`config.mk`:
```
export PLATFORM = sky130hd
export DESIGN_NAME = ctx_mem_arbiter
export DESIGN_NICKNAME = d
export VERILOG_FILES = /design/src/rtl/ctx_arb_pkg.sv /design/src/rtl/ctx_arb_txn_fifo.sv /design/src/rtl/ctx_mem_arbiter.sv
export SDC_FILE = /design/constraint.sdc
export NUM_CORES = 1
export LEC_CHECK = 0
export ABC_AREA = 1
export CAP_MARGIN = 20
export CORE_AREA = 4 4 110 112
export DETAILED_ROUTE_END_ITERATION = 7
export DIE_AREA = 0 0 114 116
export PLACE_DENSITY = 0.74
export RECOVER_POWER = 25
export SLEW_MARGIN = 25
export SYNTH_ARGS = -nofsm -noshare
export SYNTH_HDL_FRONTEND = slang
export SYNTH_SLANG_ARGS = --single-unit
```
`constraint.sdc`:
```
create_clock -name clk_i -period 3.7 [get_ports clk_i]
set_input_delay 0.555 -clock clk_i [delete_from_list [all_inputs] [get_ports clk_i]]
set_output_delay 0.555 -clock clk_i [all_outputs]
set_load 0.03 [all_outputs]
```
`src/rtl/ctx_arb_pkg.sv`:
```
// Shared types and defaults for the context-engine memory arbiter.
// Each in-flight transaction is remembered as {issuing port id, write flag}.
package ctx_arb_pkg;

    localparam int MAX_PORTS            = 8;
    localparam int ID_W                 = $clog2(MAX_PORTS);
    localparam int DEFAULT_STARVE_LIMIT = 8;

    typedef struct packed {
        logic [ID_W-1:0] id;
        logic            we;
    } txn_entry_t;

endpackage

```
`src/rtl/ctx_arb_txn_fifo.sv`:
```
// In-flight transaction FIFO: remembers which port issued each outstanding
// request so its response can be routed back in order.
module ctx_arb_txn_fifo
    import ctx_arb_pkg::*;
#(
    parameter  int DEPTH = 4,
    localparam int PW    = $clog2(DEPTH),
    localparam int CW    = PW + 1
) (
    input  logic          clk_i,
    input  logic          rst_ni,
    input  logic          push,
    input  logic          pop,
    input  txn_entry_t    din,
    output txn_entry_t    dout,
    output logic          full,
    output logic          empty,
    output logic [CW-1:0] count
);

    txn_entry_t    mem [DEPTH];
    logic [PW-1:0] wr_ptr;
    logic [PW-1:0] rd_ptr;
    logic          do_push;
    logic          do_pop;

    assign full    = (count == CW'(DEPTH));
    assign empty   = (count == '0);
    assign do_push = push & ~full;
    assign do_pop  = pop & ~empty;
    assign dout    = mem[rd_ptr];

    // Pointers wrap naturally because DEPTH is a power of two.
    always_ff @(posedge clk_i or negedge rst_ni) begin
        if (!rst_ni) begin
            wr_ptr <= '0;
            rd_ptr <= '0;
            count  <= '0;
        end else begin
            if (do_push) wr_ptr <= wr_ptr + 1'b1;
            if (do_pop)  rd_ptr <= rd_ptr + 1'b1;
            count <= count + CW'(do_push) - CW'(do_pop);
        end
    end

    always_ff @(posedge clk_i) begin
        if (do_push) mem[wr_ptr] <= din;
    end

endmodule

```
`src/rtl/ctx_mem_arbiter.sv`:
```
// N-port OBI data-bus arbiter: CPU (port 0) has fixed priority, context engines
// share the rest round-robin with starvation override. CTX_ARB_RESP_REG_EN registers the response path.
module ctx_mem_arbiter
    import ctx_arb_pkg::*;
#(
    parameter  int                 N_PORTS         = 2,
    parameter  int                 AW              = 32,
    parameter  int                 DW              = 32,
    parameter  int                 MAX_OUTSTANDING = 4,
    parameter  int                 STARVE_LIMIT    = DEFAULT_STARVE_LIMIT,
    parameter  logic [N_PORTS-1:0] DROP_WR_RESP    = '0,
    localparam int                 BW              = DW / 8,
    localparam int                 OW              = $clog2(MAX_OUTSTANDING) + 1
) (
    input  logic                  clk_i,
    input  logic                  rst_ni,
    input  logic [N_PORTS-1:0]    req_i,
    output logic [N_PORTS-1:0]    gnt_o,
    input  logic [N_PORTS-1:0]    we_i,
    input  logic [N_PORTS*BW-1:0] be_i,
    input  logic [N_PORTS*AW-1:0] addr_i,
    input  logic [N_PORTS*DW-1:0] wdata_i,
    output logic [N_PORTS-1:0]    rvalid_o,
    output logic [DW-1:0]         rdata_o,
    output logic                  data_req_o,
    input  logic                  data_gnt_i,
    output logic                  data_we_o,
    output logic [BW-1:0]         data_be_o,
    output logic [AW-1:0]         data_addr_o,
    output logic [DW-1:0]         data_wdata_o,
    input  logic                  data_rvalid_i,
    input  logic [DW-1:0]         data_rdata_i,
    output logic [OW-1:0]         outstanding_o,
    output logic                  err_o
);

    localparam int SW = $clog2(STARVE_LIMIT + 1);

    logic [ID_W-1:0]    sel;
    logic [ID_W-1:0]    rr_ptr;
    logic [ID_W-1:0]    lock_sel;
    logic               locked;
    logic [SW-1:0]      starve_cnt [1:N_PORTS-1];
    logic               req_sel;
    logic               fifo_full;
    logic               fifo_empty;
    logic               push;
    logic               pop;
    txn_entry_t         head;
    logic [N_PORTS-1:0] rvalid_c;

    // A stalled address phase keeps its port until granted; otherwise starving
    // engines first, then the CPU, then round-robin among the engines.
    always_comb begin : select_port
        logic found;
        int   idx;
        found = 1'b0;
        idx   = 0;
        sel   = '0;
        if (locked) begin
            sel   = lock_sel;
            found = 1'b1;
        end
        for (int p = 1; p < N_PORTS; p++) begin
            if (!found && req_i[p] && starve_cnt[p] >= SW'(STARVE_LIMIT)) begin
                sel   = ID_W'(p);
                found = 1'b1;
            end
        end
        if (!found && req_i[0]) found = 1'b1;
        for (int k = 0; k < N_PORTS - 1; k++) begin
            idx = (int'(rr_ptr) - 1 + k) % (N_PORTS - 1) + 1;
            if (!found && req_i[idx]) begin
                sel   = ID_W'(idx);
                found = 1'b1;
            end
        end
    end

    always_comb begin : issue_mux
        req_sel      = req_i[0];
        data_we_o    = we_i[0];
        data_be_o    = be_i[BW-1:0];
        data_addr_o  = addr_i[AW-1:0];
        data_wdata_o = wdata_i[DW-1:0];
        for (int p = 1; p < N_PORTS; p++) begin
            if (sel == ID_W'(p)) begin
                req_sel      = req_i[p];
                data_we_o    = we_i[p];
                data_be_o    = be_i[p*BW +: BW];
                data_addr_o  = addr_i[p*AW +: AW];
                data_wdata_o = wdata_i[p*DW +: DW];
            end
        end
    end

    // Full blocks issue even when a pop lands in the same cycle, keeping rvalid off the request path.
    assign data_req_o = req_sel & ~fifo_full;
    assign push       = data_req_o & data_gnt_i;
    assign pop        = data_rvalid_i & ~fifo_empty;

    always_comb begin : route
        gnt_o    = '0;
        rvalid_c = '0;
        for (int p = 0; p < N_PORTS; p++) begin
            gnt_o[p]    = push && (sel == ID_W'(p));
            rvalid_c[p] = pop && (head.id == ID_W'(p)) && !(DROP_WR_RESP[p] && head.we);
        end
    end

    always_ff @(posedge clk_i or negedge rst_ni) begin
        if (!rst_ni) begin
            rr_ptr   <= ID_W'(1);
            locked   <= 1'b0;
            lock_sel <= '0;
            err_o    <= 1'b0;
            for (int p = 1; p < N_PORTS; p++) starve_cnt[p] <= '0;
        end else begin
            locked   <= data_req_o & ~data_gnt_i;
            lock_sel <= sel;
            if (push && sel != '0)
                rr_ptr <= (sel == ID_W'(N_PORTS - 1)) ? ID_W'(1) : sel + 1'b1;
            if (data_rvalid_i && fifo_empty) err_o <= 1'b1;
            for (int p = 1; p < N_PORTS; p++) begin
                if (gnt_o[p] || !req_i[p])
                    starve_cnt[p] <= '0;
                else if (starve_cnt[p] < SW'(STARVE_LIMIT))
                    starve_cnt[p] <= starve_cnt[p] + 1'b1;
            end
        end
    end

    ctx_arb_txn_fifo #(
        .DEPTH (MAX_OUTSTANDING)
    ) u_txn_fifo (
        .clk_i  (clk_i),
        .rst_ni (rst_ni),
        .push   (push),
        .pop    (pop),
        .din    ('{id: sel, we: data_we_o}),
        .dout   (head),
        .full   (fifo_full),
        .empty  (fifo_empty),
        .count  (outstanding_o)
    );

`ifdef CTX_ARB_RESP_REG_EN
    logic [N_PORTS-1:0] rvalid_q;
    logic [DW-1:0]      rdata_q;

    always_ff @(posedge clk_i or negedge rst_ni) begin
        if (!rst_ni) begin
            rvalid_q <= '0;
            rdata_q  <= '0;
        end else begin
            rvalid_q <= rvalid_c;
            if (pop) rdata_q <= data_rdata_i;
        end
    end

    assign rvalid_o = rvalid_q;
    assign rdata_o  = rdata_q;
`else
    assign rvalid_o = rvalid_c;
    assign rdata_o  = data_rdata_i;
`endif

endmodule

```
; After elaboration in Yosys (flattened, before gate mapping)
; Memory sizes are Yosys's and may differ from the RTL's.
; Cells that the tools add are included.
[word_totals]
regBits = 16
input_bits = 176
output_inout_bits = 110
memories = 1
ramBits = 16
[classes]
bitwise_logic = 9
eq_ne = 3
add_sub_neg = 5
magnitude_cmp = 2
n_reduce_logical = 18
n_mux = 15
[memory_table]
columns = name, words, word_bits, read_ports, rd_clocked_by_memory_dff, wr, line
row1 = u_txn_fifo.mem, 4, 4, 1, 0, 1, ctx_arb_txn_fifo.sv:21  ; txn_entry_t mem [DEPTH];
[op_table]
columns = op, n
row1 = $mux W32, 2
row2 = $mux W4, 3
row3 = $logic_and A1 B1 Y1, 9
row4 = $logic_not A3 Y1, 3
row5 = $mux W3, 3
row6 = $mux W1, 7
row7 = $and A1 B1 Y1, 6
row8 = $eq A3 B1 Y1 const B, 2
row9 = $add A2 B1 Y2 const B, 2
row10 = $add A4 B1 Y4 const B, 1
row11 = $ge A4 B4 Y1 const B, 1
row12 = $logic_not A1 Y1, 4
row13 = $lt A4 B4 Y1 const B, 1
row14 = $add A3 B1 Y3, 1
row15 = $eq A3 B3 Y1 const B, 1
row16 = $not A1 Y1, 3
row17 = $sub A3 B1 Y3, 1
row18 = $reduce_bool A2 Y1, 1
row19 = $logic_or A1 B1 Y1, 1

; Longest topological paths before layout
[logic_depth]
word_depth = 18
depth_mapped = 13
depth_no_buf = 13

; By module
; A second synthesis with hierarchy kept.
[hier_totals]
hier_cells = 418
hier_area_um2 = 2666.3
[modules_own_cells]
columns = module, cells_each, area_per_inst_um2, n_inst
row1 = ctx_mem_arbiter, 310, 1589.0, 1
row2 = ctx_arb_txn_fifo, 108, 1077.3, 1

; Worst setup path before layout
; OpenSTA, ideal clock, no wires.
[synth_timing]
kind = input-to-output
startpoint = input port req_i[1]
endpoint = output port gnt_o[0]
path_stages = 8
required_ns = 3.145
arrival_time_ns = 1.741
slack_ns = 1.404
path_cell_list = inv_1 > nor2_1 > nand2_2 > nand2_4 > a21oi_2 > nor2_4 > nand2_4 > nor2_1
[synth_between]
elab_chain_cells = 14
elab_cells_between_ends = 16
classes_between = eq/ne: 1 / mux: 5 / bitwise: 2 / reduce/logical: 8
[synth_lines]
columns = item, line
row1 = start: declaration, ctx_mem_arbiter.sv:17  ; input logic [N_PORTS-1:0] req_i,
row2 = $logic_and A1 B1 Y1 (2 in series), ctx_mem_arbiter.sv:65  ; if (!found && req_i[p] && starve_cnt[p] >= SW'(STARVE_LIMIT)) begin
row3 = $mux W1, ctx_mem_arbiter.sv:65
row4 = $logic_not A1 Y1, ctx_mem_arbiter.sv:70  ; if (!found && req_i[0]) found = 1'b1;
row5 = $logic_and A1 B1 Y1, ctx_mem_arbiter.sv:70
row6 = $mux W1, ctx_mem_arbiter.sv:70
row7 = $logic_not A1 Y1, ctx_mem_arbiter.sv:73  ; if (!found && req_i[idx]) begin
row8 = $logic_and A1 B1 Y1, ctx_mem_arbiter.sv:73
row9 = $mux W3 *, ctx_mem_arbiter.sv:73
row10 = named net sel[0], ctx_mem_arbiter.sv:39  ; logic [ID_W-1:0] sel;
row11 = $eq A3 B1 Y1 *, -
row12 = $mux W1 *, ctx_mem_arbiter.sv:87  ; if (sel == ID_W'(p)) begin
row13 = $and A1 B1 Y1 *, ctx_mem_arbiter.sv:98  ; assign data_req_o = req_sel & ~fifo_full;
row14 = named net data_req_o, ctx_mem_arbiter.sv:25  ; output logic data_req_o,
row15 = $and A1 B1 Y1 *, ctx_mem_arbiter.sv:99  ; assign push = data_req_o & data_gnt_i;
row16 = $logic_and A1 B1 Y1 *, ctx_mem_arbiter.sv:106  ; gnt_o[p] = push && (sel == ID_W'(p));
row17 = end: declaration, ctx_mem_arbiter.sv:18  ; output logic [N_PORTS-1:0] gnt_o,
; The timed path passes the listed nets; every way through them passes the cells marked *.

; Worst setup path after layout
[layout_timing]
startpoint = input port req_i[1]
endpoint = output port gnt_o[0]
[layout_between]
elab_chain_cells = 14
elab_cells_between_ends = 16
classes_between = eq/ne: 1 / mux: 5 / bitwise: 2 / reduce/logical: 8
[layout_lines]
columns = item, line
row1 = $logic_and A1 B1 Y1 (2 in series), ctx_mem_arbiter.sv:65
row2 = $mux W1, ctx_mem_arbiter.sv:65
row3 = $logic_not A1 Y1, ctx_mem_arbiter.sv:70
row4 = $logic_and A1 B1 Y1, ctx_mem_arbiter.sv:70
row5 = $mux W1, ctx_mem_arbiter.sv:70
row6 = $logic_not A1 Y1, ctx_mem_arbiter.sv:73
row7 = $logic_and A1 B1 Y1, ctx_mem_arbiter.sv:73
row8 = $mux W3 *, ctx_mem_arbiter.sv:73
row9 = named net sel[0], ctx_mem_arbiter.sv:39
row10 = $eq A3 B1 Y1, -
row11 = $mux W1, ctx_mem_arbiter.sv:87
row12 = $and A1 B1 Y1, ctx_mem_arbiter.sv:98
row13 = $and A1 B1 Y1, ctx_mem_arbiter.sv:99
row14 = $logic_and A1 B1 Y1 *, ctx_mem_arbiter.sv:106
; Marked as above.

==> results.cfg <==
[layout]
nets = 744
area_of_the_multi_input_gates_um2 = 1247
post-route-cell-area_um2 = 4621
layout-area-overhead-vs-synth_pct = 90.36
antenna_cells_inserted = 0
fillers = 1136
share_of_post_route_cells_with_drive_strength_above_1_pct = 15.77
seq_area_um2 = 760.7

[sta]
slew-limit-headroom_pct = 47.85
hold_viol_final = 0
worst_margin_slew_ps = 779.8
min_period_over_period_pct = 82.79
timing_max_transition_violations_final = 0
tns_ps = 0
skew_ps = 2.949
maxClockFrequency_ghz = 0.3265
finalCriticalPeriod_ps = 3063
report.final.setup_viol = 0
grt_setup_unrepaired = false

[global_routing]
top_usage_layer = met2
grt.total_usage_pct = 15.41
first_global_vias = 3026
grt_first_pass_wirelength_mm = 15.62
number_of_antenna_violations_at_the_first_check_in_global_routing = 0
remaining_overflow_grt = 0
globalRouteMet3Util_pct = 5.535
grt_start_max_net_pins = 71
grtUsageMet2_pct = 29.78
grt_util_met1_pct = 15.66

[floorplan]
core-area_um2 = 11220
floorplan.die_area_um2 = 13220
floorplan.rows = 39
floorplan.initialDensity_pct = 21.63
dieWidth_um = 114
top_level_ports = 286
die_h_um = 116

[place]
hpwlAfterDp_mm = 9.340
gpl.final_weighted_congestion = 0.7538
port_buffers = 221
postPlaceCellArea_um2 = 4516

[synthesis]
synth_top_area_share_pct = 34.79
synth_cell_type_count = 28
syn_nets = 563
ys_ff_latch = 28
syn_area_per_cell_um2 = 6.422
synth_sequential_area_ratio_pct = 31.34
number_of_warning_messages_in_the_yosys_log = 0
netlist_top_cells_area = sky130_fd_sc_hd__nand2_1, sky130_fd_sc_hd__dfrtp_1, sky130_fd_sc_hd__edfxtp_1
netlist.top_cell.by_area = sky130_fd_sc_hd__nand2_1
post_synth_instance_area_um2 = 2427
syn_inst = 378

[worst_setup_path]
largest_incremental_delay_on_the_critical_path_ps = 670
slowest_stage_cell_on_the_critical_path = sky130_fd_sc_hd__clkdlybuf4s50_1
worstPathCellList = clkdlybuf4s50_1 > inv_1 > nor2_1 > nand2_2 > nand2_4 > a21oi_2 > nor2_4 > nand2_4 > nor2_1 > clkdlybuf4s50_1
crit_path_max_fanout = 8
data_arrival_time_of_the_critical_path_ps = 2510
worst_ep_required_time_ps = 3140
cp_launch_type = primary input
worstSetupPathType = primary input to primary output
critPathCaptureType = primary output

[route]
drt_pass1_iterations = 4
post_drt_via_cell_ratio = 4.128
finalWirelength_mm = 10.86
antenna_left = 0
drt_iter0_drc = 80
detail_route.drc_violations = 0
wl_per_cell_um = 15.49
via_count = 2894

[clock_network]
clock_tree.htree_level_count = 1
worst_setup_hold_path_clk_slew_ps = 70
postCtsSetupBuffers = 0
cts_root_buf = sky130_fd_sc_hd__clkbuf_16
ctsHoldBuffers = 0
cts_tree = built
clock_path_buffers = 2
postCtsResizedCells = 0
tritoncts.num_buffers = 3
clk_latency_ps = 260
numClockSinks = 28

[power_and_ir_drop]
switching_share_pct = 43.56
seq_power_share_pct = 22.1
total_switching_power_mw = 0.9121
clock_share_of_power_pct = 15.0
p_int_mw = 1.182
vdd_ir_drop_max_uv = 282.9
leakagePower_nw = 2.307
power_density_nw_per_um2 = 453.1
power.share.combinational_pct = 62.9

[min_path]
hp-class = register to register

[run]
cap_violations = 0

[outcome]
result_of_the_run = finished, final reports clean
cell families after synthesis:
| group | after synthesis | share of synthesized area, % |
|---|---|---|
| and+or+nand+nor | 256 | 41.91 |
| buffers and inverters | 71 | 17.27 |
| DFF | 28 | 31.34 |
| AOI/OAI and AO/OA | 9 | 2.732 |
| adders and majority gates | 9 | 4.949 |
| xor gates and xnor gates | 5 | 1.804 |
layer usage:
metal	wire, um	up-vias
met5	0	-
met4	139	0
met3	942	10
met2	6099	121
met1	3674	1297
li1	-	1466
metrics by stage:
step                      total power [mW]  instances  hold WS, ps  utilization [%]  setup slack [ps]
after floorplan                      1.254        378        259.4                -              1404
after global placement               1.776        697        452.5            40.23             634.9
after detailed placement             1.804        697        481.8            40.23             635.3
after CTS                            2.125        701        493.2            41.17             621.2
after global routing                 2.237        701        505.2            41.17             493.2
final                                2.094        701        491.8            41.17             636.9
synthesized netlist by cell type (all sizes together):
master	number
nor3	3
buf	41
o31ai	3
xor2	3
o21ai	1
edfxtp	12
xnor2	2
a31o	1
inv	25
ha	8
nand2	230
a21oi	2
o211ai	1
dfrtp	16
clkbuf	5
a32oi	1
nor2	19
fa	1
nand3	4
cell type report:
cell class                 instances  share of cell area [%]
clock buffer                       3                   1.625
timing repair buffer             222                   48.31
clock inverter                     1                  0.6499
sequential                        28                   16.46
tap                              143                   3.872
inverter                          25                   2.085
multi-input combinational        279                   27.00
power groups by stage:
stage | clock network, mW | logic, mW | registers (mW)
floorplan | 0 | 0.757 | 0.497
global placement | 0 | 1.31 | 0.463
detailed placement | 0 | 1.34 | 0.469
CTS | 0.318 | 1.34 | 0.463
global route | 0.332 | 1.43 | 0.473
finish | 0.314 | 1.32 | 0.463
worst max-delay path, delay by kind of cell:
| kind | cells | cell delay [ps] |
|---|---|---|
| and+or+nand+nor | 6 | 650 |
| buffers and inverters | 3 | 1200 |
| AOI/OAI and AO/OA | 1 | 90 |
cells in the final DEF (no fill, tap or decap):
master / count
sky130_fd_sc_hd__a21oi_1: 1
sky130_fd_sc_hd__a21oi_2: 1
sky130_fd_sc_hd__a31o_2: 1
sky130_fd_sc_hd__a32oi_1: 1
sky130_fd_sc_hd__buf_12: 15
sky130_fd_sc_hd__buf_4: 56
sky130_fd_sc_hd__bufinv_16: 1
sky130_fd_sc_hd__clkbuf_16: 3
sky130_fd_sc_hd__clkdlybuf4s50_1: 150
sky130_fd_sc_hd__dfrtp_1: 16
sky130_fd_sc_hd__dlygate4sd3_1: 1
sky130_fd_sc_hd__edfxtp_1: 12
sky130_fd_sc_hd__fa_1: 1
sky130_fd_sc_hd__ha_1: 8
sky130_fd_sc_hd__inv_1: 22
sky130_fd_sc_hd__inv_2: 2
sky130_fd_sc_hd__inv_4: 1
sky130_fd_sc_hd__nand2_1: 225
sky130_fd_sc_hd__nand2_2: 2
sky130_fd_sc_hd__nand2_4: 3
sky130_fd_sc_hd__nand3_1: 3
sky130_fd_sc_hd__nand3_2: 1
sky130_fd_sc_hd__nor2_1: 17
sky130_fd_sc_hd__nor2_4: 2
sky130_fd_sc_hd__nor3_1: 3
sky130_fd_sc_hd__o211ai_1: 1
sky130_fd_sc_hd__o21ai_0: 1
sky130_fd_sc_hd__o31ai_1: 3
sky130_fd_sc_hd__xnor2_1: 2
sky130_fd_sc_hd__xor2_1: 3
final timing paths:
kind,from,to,slack [ps],cells after the start
max reg2reg,u_txn_fifo.count[1],u_txn_fifo.count[2],1480,8
min reg2reg,err_o,err_o,490,1
min in group asynchronous,rst_ni,u_txn_fifo.count[1],750,1
min,err_o,err_o,490,1
max,req_i[1],gnt_o[0],640,10
max in group asynchronous,rst_ni,starve_cnt[1],2460,1
sequential cells by signal (all words and copies together), names as in the netlist:
register and flops:
lock_sel 3, locked 1, u_txn_fifo.rd_ptr 2, u_txn_fifo.count 3
u_txn_fifo.mem 12, u_txn_fifo.wr_ptr 2, starve_cnt 4, err_o 1
Power figures use the tool's default switching activity.
